File: src/rtl/tone_pkg.sv
// Shared constants for the tone generator: default clock, divider width,
// frequency/divisor widths, FSM state encoding and two small BCD helpers.
package tone_pkg;

   localparam int CLK_HZ_DEFAULT = 100_000_000;
   // Width of the CLK_HZ/2 dividend, the quotient and the half-period counter.
   localparam int DIV_W          = $clog2(CLK_HZ_DEFAULT / 2);
   localparam int FREQ_W         = 14;
   localparam int DVSR_W         = 15;

   localparam logic [1:0] ST_IDLE    = 2'd0;
   localparam logic [1:0] ST_CONVERT = 2'd1;
   localparam logic [1:0] ST_DIVIDE  = 2'd2;
   localparam logic [1:0] ST_APPLY   = 2'd3;

   // acc*10 + digit, built from shifts; never exceeds 9999 for legal digits.
   function automatic logic [FREQ_W-1:0] bcd_mac(input logic [FREQ_W-1:0] acc,
                                                 input logic [3:0]        digit);
      logic [FREQ_W+3:0] wide;
      wide = ({4'd0, acc} << 3) + ({4'd0, acc} << 1) + {{FREQ_W{1'b0}}, digit};
      return wide[FREQ_W-1:0];
   endfunction

   function automatic logic bad_digit(input logic [3:0] digit);
      return digit > 4'd9;
   endfunction

endpackage

File: src/rtl/seq_divider.sv
// Restoring divider, one quotient bit per clock.
//   clk, reset  : clock, synchronous active-high reset
//   start       : begin a division (ignored while busy); the first quotient
//                 bit is produced on the start edge itself
//   dividend    : DIV_W-bit dividend, sampled on start
//   divisor     : DVSR_W-bit divisor, sampled on start (must be non-zero)
//   busy        : high while the remaining quotient bits are produced
//   done        : one-cycle pulse; quotient is valid from this cycle on
//   quotient    : DIV_W-bit result, held until the next start
module seq_divider
   import tone_pkg::*;
(
   input  logic              clk,
   input  logic              reset,
   input  logic              start,
   input  logic [DIV_W-1:0]  dividend,
   input  logic [DVSR_W-1:0] divisor,
   output logic              busy,
   output logic              done,
   output logic [DIV_W-1:0]  quotient
);

   localparam int CNT_W = $clog2(DIV_W + 1);

   logic              load_op;
   logic [DVSR_W-1:0] rem_q;
   logic [DVSR_W-1:0] rem_src;
   logic [DVSR_W-1:0] rem_next;
   logic [DVSR_W-1:0] dvsr_q;
   logic [DVSR_W-1:0] dvsr_src;
   logic [DIV_W-1:0]  quo_q;
   logic [DIV_W-1:0]  quo_src;
   logic [DIV_W-1:0]  quo_next;
   logic [DVSR_W:0]   shifted;
   logic              fits;
   logic [CNT_W-1:0]  cnt_q;

   assign load_op  = start && !busy;
   assign rem_src  = load_op ? '0       : rem_q;
   assign quo_src  = load_op ? dividend : quo_q;
   assign dvsr_src = load_op ? divisor  : dvsr_q;

   // The remainder stays below the divisor, so it fits in DVSR_W bits.
   assign shifted  = {rem_src, quo_src[DIV_W-1]};
   assign fits     = shifted >= {1'b0, dvsr_src};
   assign rem_next = fits ? DVSR_W'(shifted - {1'b0, dvsr_src}) : shifted[DVSR_W-1:0];
   // Dividend bits shift out of the top while quotient bits shift in at the bottom.
   assign quo_next = {quo_src[DIV_W-2:0], fits};
   assign quotient = quo_q;

   always_ff @(posedge clk) begin
      if (reset) begin
         busy   <= 1'b0;
         done   <= 1'b0;
         cnt_q  <= '0;
         rem_q  <= '0;
         quo_q  <= '0;
         dvsr_q <= '0;
      end else begin
         done <= 1'b0;
         if (load_op) begin
            rem_q  <= rem_next;
            quo_q  <= quo_next;
            dvsr_q <= divisor;
            cnt_q  <= CNT_W'(DIV_W - 1);
            busy   <= 1'b1;
         end else if (busy) begin
            rem_q <= rem_next;
            quo_q <= quo_next;
            cnt_q <= cnt_q - 1'b1;
            if (cnt_q == CNT_W'(1)) begin
               busy <= 1'b0;
               done <= 1'b1;
            end
         end
      end
   end

endmodule

File: src/rtl/tone_generator.sv
// Square-wave tone generator with a BCD frequency load interface.
//   clk, reset        : system clock, synchronous active-high reset
//   load              : latch the four BCD digits (accepted only when idle)
//   *_Data            : BCD digits of the requested frequency in Hz
//   enable            : tone gate; low holds tone_out and the counter at 0
//   tone_out          : square wave, half-period floor(CLK_HZ/(2*freq)) cycles
//   busy              : high whenever the FSM is not idle
//   done / error      : one-cycle pulses for an applied / rejected load
//   freq_hz           : active frequency in binary
//
// state   | meaning
// IDLE    | waiting for load; digits checked here
// CONVERT | BCD -> binary, one digit per cycle, MSD first (4 cycles)
// DIVIDE  | half = (CLK_HZ/2) / freq in seq_divider (DIV_W cycles)
// APPLY   | publish freq_hz and the new half-period, pulse done
module tone_generator
   import tone_pkg::*;
#(
   parameter int CLK_HZ = CLK_HZ_DEFAULT
)(
   input  logic              clk,
   input  logic              reset,
   input  logic              load,
   input  logic [3:0]        Thousands_Data,
   input  logic [3:0]        Hundreds_Data,
   input  logic [3:0]        Tens_Data,
   input  logic [3:0]        Ones_Data,
   input  logic              enable,
   output logic              tone_out,
   output logic              busy,
   output logic              done,
   output logic              error,
   output logic [FREQ_W-1:0] freq_hz
);

   localparam logic [DIV_W-1:0] HALF_CLK = DIV_W'(CLK_HZ / 2);

   logic [1:0]        state_q;
   logic [3:0][3:0]   digits_q;
   logic [1:0]        digit_idx_q;
   logic [FREQ_W-1:0] acc_q;
   logic [FREQ_W-1:0] acc_next;
   logic              digits_bad;
   logic              div_start;
   logic              div_busy;
   logic              div_done;
   logic [DIV_W-1:0]  quotient;
   logic [DIV_W-1:0]  half_new;
   logic              apply;
   logic [DIV_W-1:0]  active_half_q;
   logic [DIV_W-1:0]  pending_half_q;
   logic [DIV_W-1:0]  pending_eff;
   logic [DIV_W-1:0]  count_q;
   logic              tone_q;

   assign acc_next   = bcd_mac(acc_q, digits_q[2'd3 - digit_idx_q]);
   assign digits_bad = bad_digit(Thousands_Data) | bad_digit(Hundreds_Data) |
                       bad_digit(Tens_Data)      | bad_digit(Ones_Data);

   // Divider launches on the last CONVERT edge using the final value directly.
   assign div_start  = (state_q == ST_CONVERT) && (digit_idx_q == 2'd3) && (acc_next != '0);
   assign half_new   = (acc_q == '0) ? '0 : quotient;
   assign apply      = (state_q == ST_APPLY);
   assign pending_eff = apply ? half_new : pending_half_q;

   assign busy     = (state_q != ST_IDLE);
   assign tone_out = tone_q;

   seq_divider u_div (
      .clk      (clk),
      .reset    (reset),
      .start    (div_start),
      .dividend (HALF_CLK),
      .divisor  ({1'b0, acc_next}),
      .busy     (div_busy),
      .done     (div_done),
      .quotient (quotient)
   );

   always_ff @(posedge clk) begin
      if (reset) begin
         state_q     <= ST_IDLE;
         digits_q    <= '0;
         digit_idx_q <= '0;
         acc_q       <= '0;
         freq_hz     <= '0;
         done        <= 1'b0;
         error       <= 1'b0;
      end else begin
         done  <= 1'b0;
         error <= 1'b0;
         case (state_q)
            ST_IDLE: begin
               if (load) begin
                  if (digits_bad) begin
                     error <= 1'b1;
                  end else begin
                     digits_q    <= {Thousands_Data, Hundreds_Data, Tens_Data, Ones_Data};
                     acc_q       <= '0;
                     digit_idx_q <= '0;
                     state_q     <= ST_CONVERT;
                  end
               end
            end
            ST_CONVERT: begin
               acc_q       <= acc_next;
               digit_idx_q <= digit_idx_q + 2'd1;
               if (digit_idx_q == 2'd3) begin
                  state_q <= (acc_next == '0) ? ST_APPLY : ST_DIVIDE;
               end
            end
            ST_DIVIDE: begin
               if (div_done && !div_busy) begin
                  state_q <= ST_APPLY;
               end
            end
            ST_APPLY: begin
               freq_hz <= acc_q;
               done    <= 1'b1;
               state_q <= ST_IDLE;
            end
            default: state_q <= ST_IDLE;
         endcase
      end
   end

   // A new half-period normally waits for the next toggle so the running
   // half-period finishes with the old length; from or to silence it takes
   // effect at once. While gated off there is no half-period in progress,
   // so any pending value is adopted immediately.
   always_ff @(posedge clk) begin
      if (reset) begin
         active_half_q  <= '0;
         pending_half_q <= '0;
         count_q        <= '0;
         tone_q         <= 1'b0;
      end else begin
         if (apply) begin
            pending_half_q <= half_new;
         end
         if (apply && ((active_half_q == '0) || (half_new == '0))) begin
            active_half_q <= half_new;
            count_q       <= '0;
            tone_q        <= 1'b0;
         end else if (!enable || (active_half_q == '0)) begin
            active_half_q <= pending_eff;
            count_q       <= '0;
            tone_q        <= 1'b0;
         end else if (count_q == active_half_q - 1'b1) begin
            active_half_q <= pending_eff;
            count_q       <= '0;
            tone_q        <= ~tone_q;
         end else begin
            count_q <= count_q + 1'b1;
         end
      end
   end

endmodule

File: config.mk
export PLATFORM = sky130hd
export DESIGN_NAME = tone_generator
export DESIGN_NICKNAME = d
export VERILOG_FILES = /design/src/rtl/tone_pkg.sv /design/src/rtl/seq_divider.sv /design/src/rtl/tone_generator.sv
export SDC_FILE = /design/constraint.sdc
export NUM_CORES = 1
export LEC_CHECK = 0
export BUFFER_PORTS_ARGS = -buffer_cell sky130_fd_sc_hd__buf_4
export CAP_MARGIN = 40
export CORE_ASPECT_RATIO = 0.6
export CORE_MARGIN = 1.5
export CORE_UTILIZATION = 70
export CTS_BUF_LIST = sky130_fd_sc_hd__clkbuf_8
export DETAILED_ROUTE_END_ITERATION = 8
export GPL_TIMING_DRIVEN = 0
export HOLD_SLACK_MARGIN = 0.15
export PLACE_DENSITY = 0.88
export SETUP_SLACK_MARGIN = 0.05
export SYNTH_ARGS = -nofsm -noshare
export SYNTH_HDL_FRONTEND = slang
export SYNTH_HIERARCHICAL = 1
export SYNTH_SLANG_ARGS = --single-unit
File: constraint.sdc
create_clock -name clk -period 14.9 [get_ports clk]
set_input_delay 1.49 -clock clk [delete_from_list [all_inputs] [get_ports clk]]
set_output_delay 1.49 -clock clk [all_outputs]
set_load 0.05 [all_outputs]
==> results of run 1 <==
critical path: cells and delay by family, from the launching register on:
kind | cells | cell delay, ps
multiplexers | 2 | 930
adder cells (fa/ha/maj) | 3 | 1020
flip-flops | 1 | 380
AO/OA/AOI/OAI | 9 | 2680
buffers and inverters | 7 | 1760
XOR/XNOR | 1 | 190
AND/OR/NAND/NOR | 5 | 1560
metrics by stage:
step | utilization | total power [W]
2_1_floorplan | - | 0.0005877
3_3_place_gp | 0.7537 | 0.0006111
3_5_place_dp | 0.7537 | 0.0006132
4_1_cts | 0.7803 | 0.0009591
5_1_grt | 0.7803 | 0.0009927
6_report | 0.7803 | 0.0009621
sequential cells by signal (all words and copies together) (netlist names), 5 cells and up:
name and cells:
pending_half_q 26, u_div/quotient 26, u_div/dvsr_q 15, digits_q 16
u_div/rem_q 15, u_div/cnt_q 5, acc_q 14, active_half_q 26
freq_hz 14, count_q 26
layout make-up:
class | count | area, µm² | share of cell area
multi-input combinational | 1017 | 6656 | 0.5582
sequential | 192 | 3844 | 0.3223
buffer | 80 | 385.4 | 0.03232
timing repair buffer | 37 | 277.8 | 0.02329
tap | 203 | 254.0 | 0.02130
clock buffer | 18 | 247.7 | 0.02077
clock inverter | 14 | 158.9 | 0.01332
inverter | 27 | 101.3 | 0.008499
cell usage after synthesis (all sizes together) (22+ instances only):
| library cell | n | area share |
|---|---|---|
| nor2 | 212 | 0.073 |
| dfxtp | 192 | 0.35 |
| mux2i | 77 | 0.071 |
| nand2 | 75 | 0.026 |
| clkbuf | 56 | 0.019 |
| nand3 | 54 | 0.025 |
| a21oi | 51 | 0.024 |
| ha | 46 | 0.053 |
| a22oi | 43 | 0.030 |
| xnor2 | 39 | 0.031 |
| xor2 | 37 | 0.030 |
| or4 | 36 | 0.025 |
| nor3b | 31 | 0.021 |
| nor2b | 30 | 0.017 |
| o21ai | 29 | 0.014 |
| a31oi | 28 | 0.016 |
| inv | 27 | 0.0093 |
| buf | 24 | 0.016 |
| nor3 | 22 | 0.011 |
cells in the final DEF, fill, tap and decap left out, drive strengths merged, types with 4 or more instances in the layout:
cell type / instances
nand2b: 8
and4: 4
or4: 36
nor3: 22
nand4: 15
or2: 4
a22oi: 43
a31oi: 28
nor4: 21
mux2i: 77
o311ai: 4
nor2: 212
inv: 36
nand2: 75
and3: 9
xnor2: 39
o211ai: 6
nand3b: 4
dfxtp: 192
nor4b: 4
clkinv: 4
buf: 61
ha: 46
o21ai: 29
a21oi: 51
nand3: 54
a211oi: 13
conb: 27
or3: 6
and2: 17
xor2: 37
a221o: 5
nor3b: 31
clkbuf: 74
a21o: 7
nor2b: 30
mux4: 4
a311oi: 4
cell families after synthesis:
group	Yosys count	share of synthesized area
other	2	0.0006894
buffers and inverters	107	0.04468
flip-flops	192	0.3529
adder cells (fa/ha/maj)	49	0.05835
multiplexers	82	0.08006
AO/OA/AOI/OAI	219	0.1384
XOR/XNOR	76	0.06111
AND/OR/NAND/NOR	564	0.2638
final timing paths:
path	slack, ps	from	cells past startpoint	end
setup / recovery	6260	digit_idx_q[0]	27	u_div/rem_q[0]
hold / removal	490	u_div/rem_q[3]	1	u_div/rem_q[3]
hold reg to reg	490	u_div/rem_q[3]	1	u_div/rem_q[3]
setup reg to reg	6260	digit_idx_q[0]	27	u_div/rem_q[0]
per-layer routing:
layer / track usage / share of wire
met1: 0.5899 / 0.48
met2: 0.4937 / 0.38
met3: 0.1038 / 0.14
met4: 0.08462 / 0.012
met5: 0 / 0
power breakdown:
| part | switching, W | internal, W |
|---|---|---|
| clock network | 0.000211 | 0.000146 |
| registers | 0.00000392 | 0.000518 |
| logic | 0.0000581 | 0.0000255 |
==> results.sh, run 1 <==
export IMPL_p_leak_nw=4.822
export IMPL_die_w_um=164.0
export IMPL_avgSynthCellArea_um2=8.438
export IMPL_syn2layout_area_growth_pct=9.476
export IMPL_end_kind="flop"
export IMPL_worst_pin_slew_ps=837.5
export IMPL_cellPowerDensity_nw_per_um2=80.68
export IMPL_vias=10320
export IMPL_clk_latency_ps=480
export IMPL_fin_tns_setup_ps=0
export IMPL_path_class="flop to flop"
export IMPL_cts_resized=0
export IMPL_vias_per_cell=6.499
export IMPL_design_area_um2=11930
export IMPL_place_congestion=0.9063
export IMPL_die_area_um2=16340
export IMPL_crit_path_top_delay_cell="or4_1"
export IMPL_wl_per_cell_um=18.83
export IMPL_overflow=0
export IMPL_core_area_um2=15280
export IMPL_grt_antenna_before_repair=0
export IMPL_synthesis_area_um2=10890
export IMPL_ant_nets=0
export IMPL_timing_hold_ws_ps=493.0
export IMPL_synth_edf_count=0
export IMPL_cts_root_buffer="clkbuf_8"
export IMPL_cts_tree="yes"
export IMPL_num_io_pins=38
export IMPL_cp_arrival_ps=8990
export IMPL_post_cts_buffers=0
export IMPL_cts_path_max_buffers=2
export IMPL_hold_viol=0
export IMPL_holdBufCountCts=0
export IMPL_die_y_um=99.63
export IMPL_clock_sinks=192
export IMPL_worstPathMaxFanout=10
export IMPL_initial_utilization=0.7127
export IMPL_drv_slew=0
export IMPL_diodes=0
export IMPL_grt_max_degree=20
export IMPL_max_cap_violations=0
export IMPL_drt_first_pass_iters=6
export IMPL_seq_area_frac_synth=0.3529
export IMPL_fillers=1026
export IMPL_h_tree_depth=4
export IMPL_setup_viol=0
export IMPL_std_cell_rows=35
export IMPL_hold_class="flop to flop"
export IMPL_worstPathRequired_ps=15250
export IMPL_path_clk_slew_ps=100
export IMPL_synth_cell_types=81
export IMPL_synth_flop_cell="dfxtp_1"
export IMPL_post_route_period_util=0.5798
export IMPL_skew_ps=24.20
export IMPL_dpl_hpwl_um=22280
export IMPL_synth_cells=1291
export IMPL_drtIter0Drc=1187
export IMPL_synthArstFlopShare=0
export IMPL_grt_setup_unrepaired="no"
export IMPL_postPlaceCellArea_um2=11520
export IMPL_finalNonFillerCells=1588
export IMPL_setup_ws_ps=6261
export IMPL_relSlewSlack=0.4416
export IMPL_outcome="finished clean"
export IMPL_min_period_ps=8639
export IMPL_drc=0
export IMPL_dp_cells=1556
export IMPL_yosysWarnings=6
export IMPL_numCtsBuffers=17
export IMPL_grt_pass1_wl_um=48410
export IMPL_max_freq_mhz=115.8
export IMPL_worstSetupStartpointType="flop"
export IMPL_pre_cts_ws_ps=6561
export IMPL_grt_pass1_vias=9391
export IMPL_worst_path_largest_cell_delay_ps=660
export IMPL_layout_nets=1441
export IMPL_globalRouteTotalUtil=0.3749
export IMPL_port_buffers=37
export IMPL_peakVddDrop_mv=0.06147
export IMPL_routed_wl_um=29910
export IMPL_drive_gt1_frac=0.08159
export IMPL_ys_ff_latch=192
No activity file was read; power rests on OpenSTA's default activity.
==> inputs of run 2 (changes only) <==
--- a/config.mk
+++ b/config.mk
@@ -9,12 +9,12 @@
 export CAP_MARGIN = 40
 export CORE_ASPECT_RATIO = 0.6
 export CORE_MARGIN = 1.5
-export CORE_UTILIZATION = 70
+export CORE_UTILIZATION = 59
 export CTS_BUF_LIST = sky130_fd_sc_hd__clkbuf_8
 export DETAILED_ROUTE_END_ITERATION = 8
 export GPL_TIMING_DRIVEN = 0
 export HOLD_SLACK_MARGIN = 0.15
-export PLACE_DENSITY = 0.88
+export PLACE_DENSITY = 0.79
 export SETUP_SLACK_MARGIN = 0.05
 export SYNTH_ARGS = -nofsm -noshare
 export SYNTH_HDL_FRONTEND = slang
==> constraint.sdc (replaced) <==
create_clock -name clk -period 7.6 [get_ports clk]
set_input_delay 0.76 -clock clk [delete_from_list [all_inputs] [get_ports clk]]
set_output_delay 0.76 -clock clk [all_outputs]
set_load 0.05 [all_outputs]
==> results.sh, run 2 (same netlist as run 1, synthesis figures left out) <==
export IMPL_cp_arrival_ps=7730
export IMPL_holdBufCountCts=0
export IMPL_hold_depth=1
export IMPL_drc=0
export IMPL_vias_per_cell=6.158
export IMPL_r2r_cells=25
export IMPL_combPwrFrac=0.089
export IMPL_grt_pass1_vias=8839
export IMPL_internal_power_w=0.001344
export IMPL_timing_hold_ws_ps=483.7
export IMPL_hold_class="flop to flop"
export IMPL_drv_slew=0
export IMPL_grt_antenna_before_repair=0
export IMPL_die_w_um=178.4
export IMPL_globalRouteTotalUtil=0.3112
export IMPL_std_cell_rows=38
export IMPL_path_clk_slew_ps=90
export IMPL_place_congestion=0.8509
export IMPL_pwr_share_seq=0.554
export IMPL_post_route_util=0.6714
export IMPL_grt_max_degree=17
export IMPL_skew_ps=18.61
export IMPL_cts_root_buffer="clkbuf_8"
export IMPL_vias=10030
export IMPL_syn2layout_area_growth_pct=11.36
export IMPL_outcome="finished clean"
export IMPL_worst_pin_slew_ps=770.6
export IMPL_relSlewSlack=0.4863
export IMPL_mostFrequentLayoutCells="212 x nor2_1, 192 x dfxtp_1, 75 x nand2_1"
export IMPL_dpl_hpwl_um=22270
export IMPL_cts_path_max_buffers=2
export IMPL_initial_utilization=0.6029
export IMPL_overflow=0
export IMPL_port_buffers=37
export IMPL_layout_commonest_cell="nor2_1"
export IMPL_drtIter0Drc=1170
export IMPL_hold_viol=0
export IMPL_num_io_pins=38
export IMPL_p_switching_w=0.0005016
export IMPL_grt_setup_unrepaired="no"
export IMPL_worstSetupStartpointType="flop"
export IMPL_post_route_period_util=0.9638
export IMPL_end_kind="flop"
export IMPL_grt_pass1_wl_um=46700
export IMPL_max_cap_violations=0
export IMPL_h_tree_depth=4
export IMPL_p_leak_nw=4.847
export IMPL_wl_per_cell_um=18.01
export IMPL_clkPwrFrac=0.357
export IMPL_fillers=1478
export IMPL_cts_tree="yes"
export IMPL_numCtsBuffers=17
export IMPL_die_y_um=108.3
export IMPL_switching_share=0.2718
export IMPL_clock_sinks=192
export IMPL_core_area_um2=18070
export IMPL_min_period_ps=7325
export IMPL_layout_nets=1444
export IMPL_peakVddDrop_mv=0.1064
export IMPL_max_freq_mhz=136.5
export IMPL_drive_gt1_frac=0.09870
export IMPL_worstPathMaxFanout=10
export IMPL_clk_latency_ps=490
export IMPL_drt_first_pass_iters=6
export IMPL_setup_viol=0
export IMPL_die_area_um2=19310
export IMPL_cellPowerDensity_nw_per_um2=152.1
export IMPL_path_class="flop to flop"
export IMPL_worstPathRequired_ps=8000
export IMPL_ant_nets=0
export IMPL_routed_wl_um=29330
export IMPL_diodes=0
run 2: cell types whose count changed in the layout (fill, tap and decap cells not counted), sizes merged:
cell / before / now
buf: 61 / 65
clkinv: 4 / 7
clkinvlp: 0 / 1
inv: 36 / 31
run 2: metrics by stage:
| step | setup TNS, ps | worst slack, ps | cells | area (µm²) | power (W) |
|---|---|---|---|---|---|
| after floorplan | 0 | 656.2 | 1316 | 10990 | 0.001152 |
| after global placement | -9415 | -704.6 | 1593 | 11560 | 0.001200 |
| after detailed placement | -11200 | -805.2 | 1593 | 11560 | 0.001203 |
| after CTS | 0 | 66.86 | 1625 | 11980 | 0.001844 |
| after global routing | 0 | 14.80 | 1628 | 12130 | 0.001906 |
| final | 0 | 275.0 | 1628 | 12130 | 0.001845 |
run 2: final timing paths:
path	from	to	slack, ps
worst min-delay path	u_div/rem_q[0]	u_div/rem_q[0]	480
worst min register to register	u_div/rem_q[0]	u_div/rem_q[0]	480
worst max-delay path	digit_idx_q[0]	u_div/rem_q[1]	280
worst max register to register	digit_idx_q[0]	u_div/rem_q[1]	280
run 2: metal layers:
metal / GRT usage / wire [µm]
met1: 0.5212 / 15520
met2: 0.3826 / 10540
met3: 0.07103 / 3000
met4: 0.06607 / 272
met5: 0 / 0
run 2: what timing repair did:
| action | 4_1_cts | 5_1_grt |
|---|---|---|
| endpoints found under the hold margin | 0 | 0 |
| resized for setup | 11 | 28 |
| setup buffers | 0 | 3 |
| endpoints found under the setup margin | 16 | 16 |
| pin swaps | 2 | 7 |
run 2: power by group through the flow:
stage	clock (W)	combinational (W)	sequential, W
floorplan	0	0.000106	0.00105
global placement	0	0.000155	0.00104
detailed placement	0	0.000157	0.00105
CTS	0.000663	0.000160	0.00102
global route	0.000704	0.000179	0.00102
finish	0.000659	0.000165	0.00102
run 2: cell type report:
type | count | area, µm² | share of cell area
multi-input combinational | 1017 | 6800 | 0.5606
sequential | 192 | 3844 | 0.3169
buffer | 80 | 410.4 | 0.03383
timing repair buffer | 40 | 300.3 | 0.02475
tap | 240 | 300.3 | 0.02475
clock buffer | 19 | 261.5 | 0.02156
clock inverter | 13 | 112.6 | 0.009283
inverter | 27 | 101.3 | 0.008355
run 2: worst max-delay path, cell delays in order, from the launching register on:
cell and delay [ps]:
dfxtp_1 360, clkbuf_4 200, mux4_2 530, inv_1 90, fa_1 420, inv_1 120, fa_2 480, or4_1 560
or4_1 440, nor4_2 160, nand2b_1 80, or4_4 450, and3_2 300, nand2b_2 120, buf_6 170, buf_8 180
buf_12 170, mux2i_4 260, ha_4 250, and2b_1 220, o311ai_4 350, a31oi_4 170, or2_4 300, a21oi_4 280
mux2_2 380, a211oi_1 210
==> inputs of run 3 (changes only) <==
--- a/config.mk
+++ b/config.mk
@@ -8,7 +8,7 @@
 export BUFFER_PORTS_ARGS = -buffer_cell sky130_fd_sc_hd__buf_4
 export CAP_MARGIN = 40
 export CORE_ASPECT_RATIO = 0.6
-export CORE_MARGIN = 1.5
+export CORE_MARGIN = 2
 export CORE_UTILIZATION = 59
 export CTS_BUF_LIST = sky130_fd_sc_hd__clkbuf_8
 export DETAILED_ROUTE_END_ITERATION = 8
==> results.sh, run 3 (same netlist as run 1, synthesis figures left out) <==
export IMPL_outcome="finished clean"
export IMPL_place_congestion=0.9272
export IMPL_relSlewSlack=0.4749
export IMPL_cts_root_buffer="clkbuf_8"
export IMPL_ant_nets=0
export IMPL_path_class="flop to flop"
export IMPL_core_area_um2=18070
export IMPL_grt_setup_unrepaired="yes"
export IMPL_setup_viol=0
export IMPL_syn2layout_area_growth_pct=10.89
export IMPL_cellPowerDensity_nw_per_um2=156.3
export IMPL_overflow=0
export IMPL_vias_per_cell=6.187
export IMPL_numCtsBuffers=17
export IMPL_path_clk_slew_ps=110
export IMPL_design_area_um2=12080
export IMPL_post_route_util=0.6686
export IMPL_drt_first_pass_iters=8
export IMPL_p_leak_nw=4.839
export IMPL_wl_per_cell_um=18.14
export IMPL_postPlaceCellArea_um2=11560
export IMPL_diodes=0
export IMPL_worst_pin_slew_ps=787.7
export IMPL_routed_wl_um=29480
export IMPL_drc=0
export IMPL_grt_antenna_before_repair=0
export IMPL_vias=10050
export IMPL_hold_viol=0
export IMPL_p_total_w=0.001888
export IMPL_die_area_um2=19600
export IMPL_h_tree_depth=4
export IMPL_drv_slew=0
export IMPL_setup_ws_ps=246.5
export IMPL_std_cell_rows=38
export IMPL_grt_pass1_wl_um=47670
export IMPL_mostFrequentLayoutCells="212 x nor2_1, 192 x dfxtp_1, 75 x nand2_1, 75 x mux2i_1, 54 x nand3_1"
export IMPL_num_io_pins=38
export IMPL_cts_path_max_buffers=2
export IMPL_die_y_um=109.3
export IMPL_holdBufCountCts=0
export IMPL_die_w_um=179.4
export IMPL_worstPathRequired_ps=8010
export IMPL_drive_gt1_frac=0.09170
export IMPL_clk_latency_ps=490
export IMPL_cts_tree="yes"
export IMPL_drtIter0Drc=1073
export IMPL_globalRouteTotalUtil=0.3044
export IMPL_max_freq_mhz=136.0
export IMPL_fin_tns_setup_ps=0
export IMPL_min_period_ps=7353
export IMPL_grt_max_degree=20
export IMPL_port_buffers=37
export IMPL_initial_utilization=0.6029
export IMPL_max_cap_violations=0
export IMPL_clock_sinks=192
export IMPL_dpl_hpwl_um=22620
export IMPL_hold_class="flop to flop"
export IMPL_layout_nets=1441
export IMPL_end_kind="flop"
export IMPL_peakVddDrop_mv=0.1261
export IMPL_cp_arrival_ps=7760
export IMPL_grt_pass1_vias=9051
export IMPL_worstSetupStartpointType="flop"
export IMPL_pre_cts_ws_ps=-660.2
export IMPL_worstPathMaxFanout=10
export IMPL_layout_commonest_cell="nor2_1"
export IMPL_skew_ps=19.04
export IMPL_post_route_period_util=0.9676
==> run 3: cell count changes in the layout (fill, tap and decap cells not counted), moves of 2 or more <==
| cell | delta |
|---|---|
| a21oi_1 | +2 |
| a21oi_2 | -2 |
| buf_4 | -3 |
| clkbuf_8 | -2 |
| clkinv_2 | -5 |
| inv_6 | +3 |
| inv_8 | +3 |
| mux2i_1 | +2 |
==> run 3: layout make-up <==
cell class                 instances  area (µm²)
multi-input combinational       1017        6751
fill                            1504        5988
sequential                       192        3844
buffer                            80       401.6
tap                              240       300.3
timing repair buffer              37       277.8
clock buffer                      17       234.0
clock inverter                    15       168.9
inverter                          27       101.3
==> run 3: through the flow <==
step	instances	hold slack, ps
global route	1625	506.0
floorplan	1316	440.7
detailed placement	1593	459.9
CTS	1625	486.4
global placement	1593	452.8
finish	1625	488.5
==> run 3: path summary, 6_finish.rpt <==
kind | slack [ps] | from | endpoint | cells after the start
worst min register to register | 490 | u_div/cnt_q[3] | u_div/cnt_q[3] | 1
worst max-delay path | 250 | digit_idx_q[0] | u_div/rem_q[1] | 26
worst max register to register | 250 | digit_idx_q[0] | u_div/rem_q[1] | 26
worst min-delay path | 490 | u_div/cnt_q[3] | u_div/cnt_q[3] | 1
==> run 3: critical path, stage by stage (launching register included) <==
cell	delay [ps]
dfxtp_1	350
clkbuf_4	200
mux4_2	560
ha_1	300
ha_1	250
fa_1	430
a21o_1	180
a21oi_1	180
xnor2_1	180
or4_1	580
nor4_2	150
nand2b_1	70
or4_1	450
and3_2	300
nand2b_2	120
buf_6	160
buf_6	180
buf_8	190
mux2i_1	370
ha_1	370
and3_1	250
nand2_1	200
a31oi_4	90
or2_4	290
a21oi_4	270
mux2_2	370
a211oi_1	210
==> run 3: power by group <==
| group | switching (W) | internal, W |
|---|---|---|
| combinational | 0.000117 | 0.0000511 |
| clock | 0.000420 | 0.000277 |
| sequential | 0.00000767 | 0.00101 |
==> run 3: repair_timing <==
action                                  4_1_cts  5_1_grt
setup buffers                                 0        0
pin swaps                                     2        3
endpoints found under the setup margin       16       16
resized for setup                             9       18
==> run 3: metal layers <==
layer	global-route usage	vias up	wire length (µm)
met2	0.3924	462	10940
met4	0.05168	0	159
met3	0.07582	14	3144
met5	0	-	0
li1	-	4795	-
met1	0.4957	4783	15240
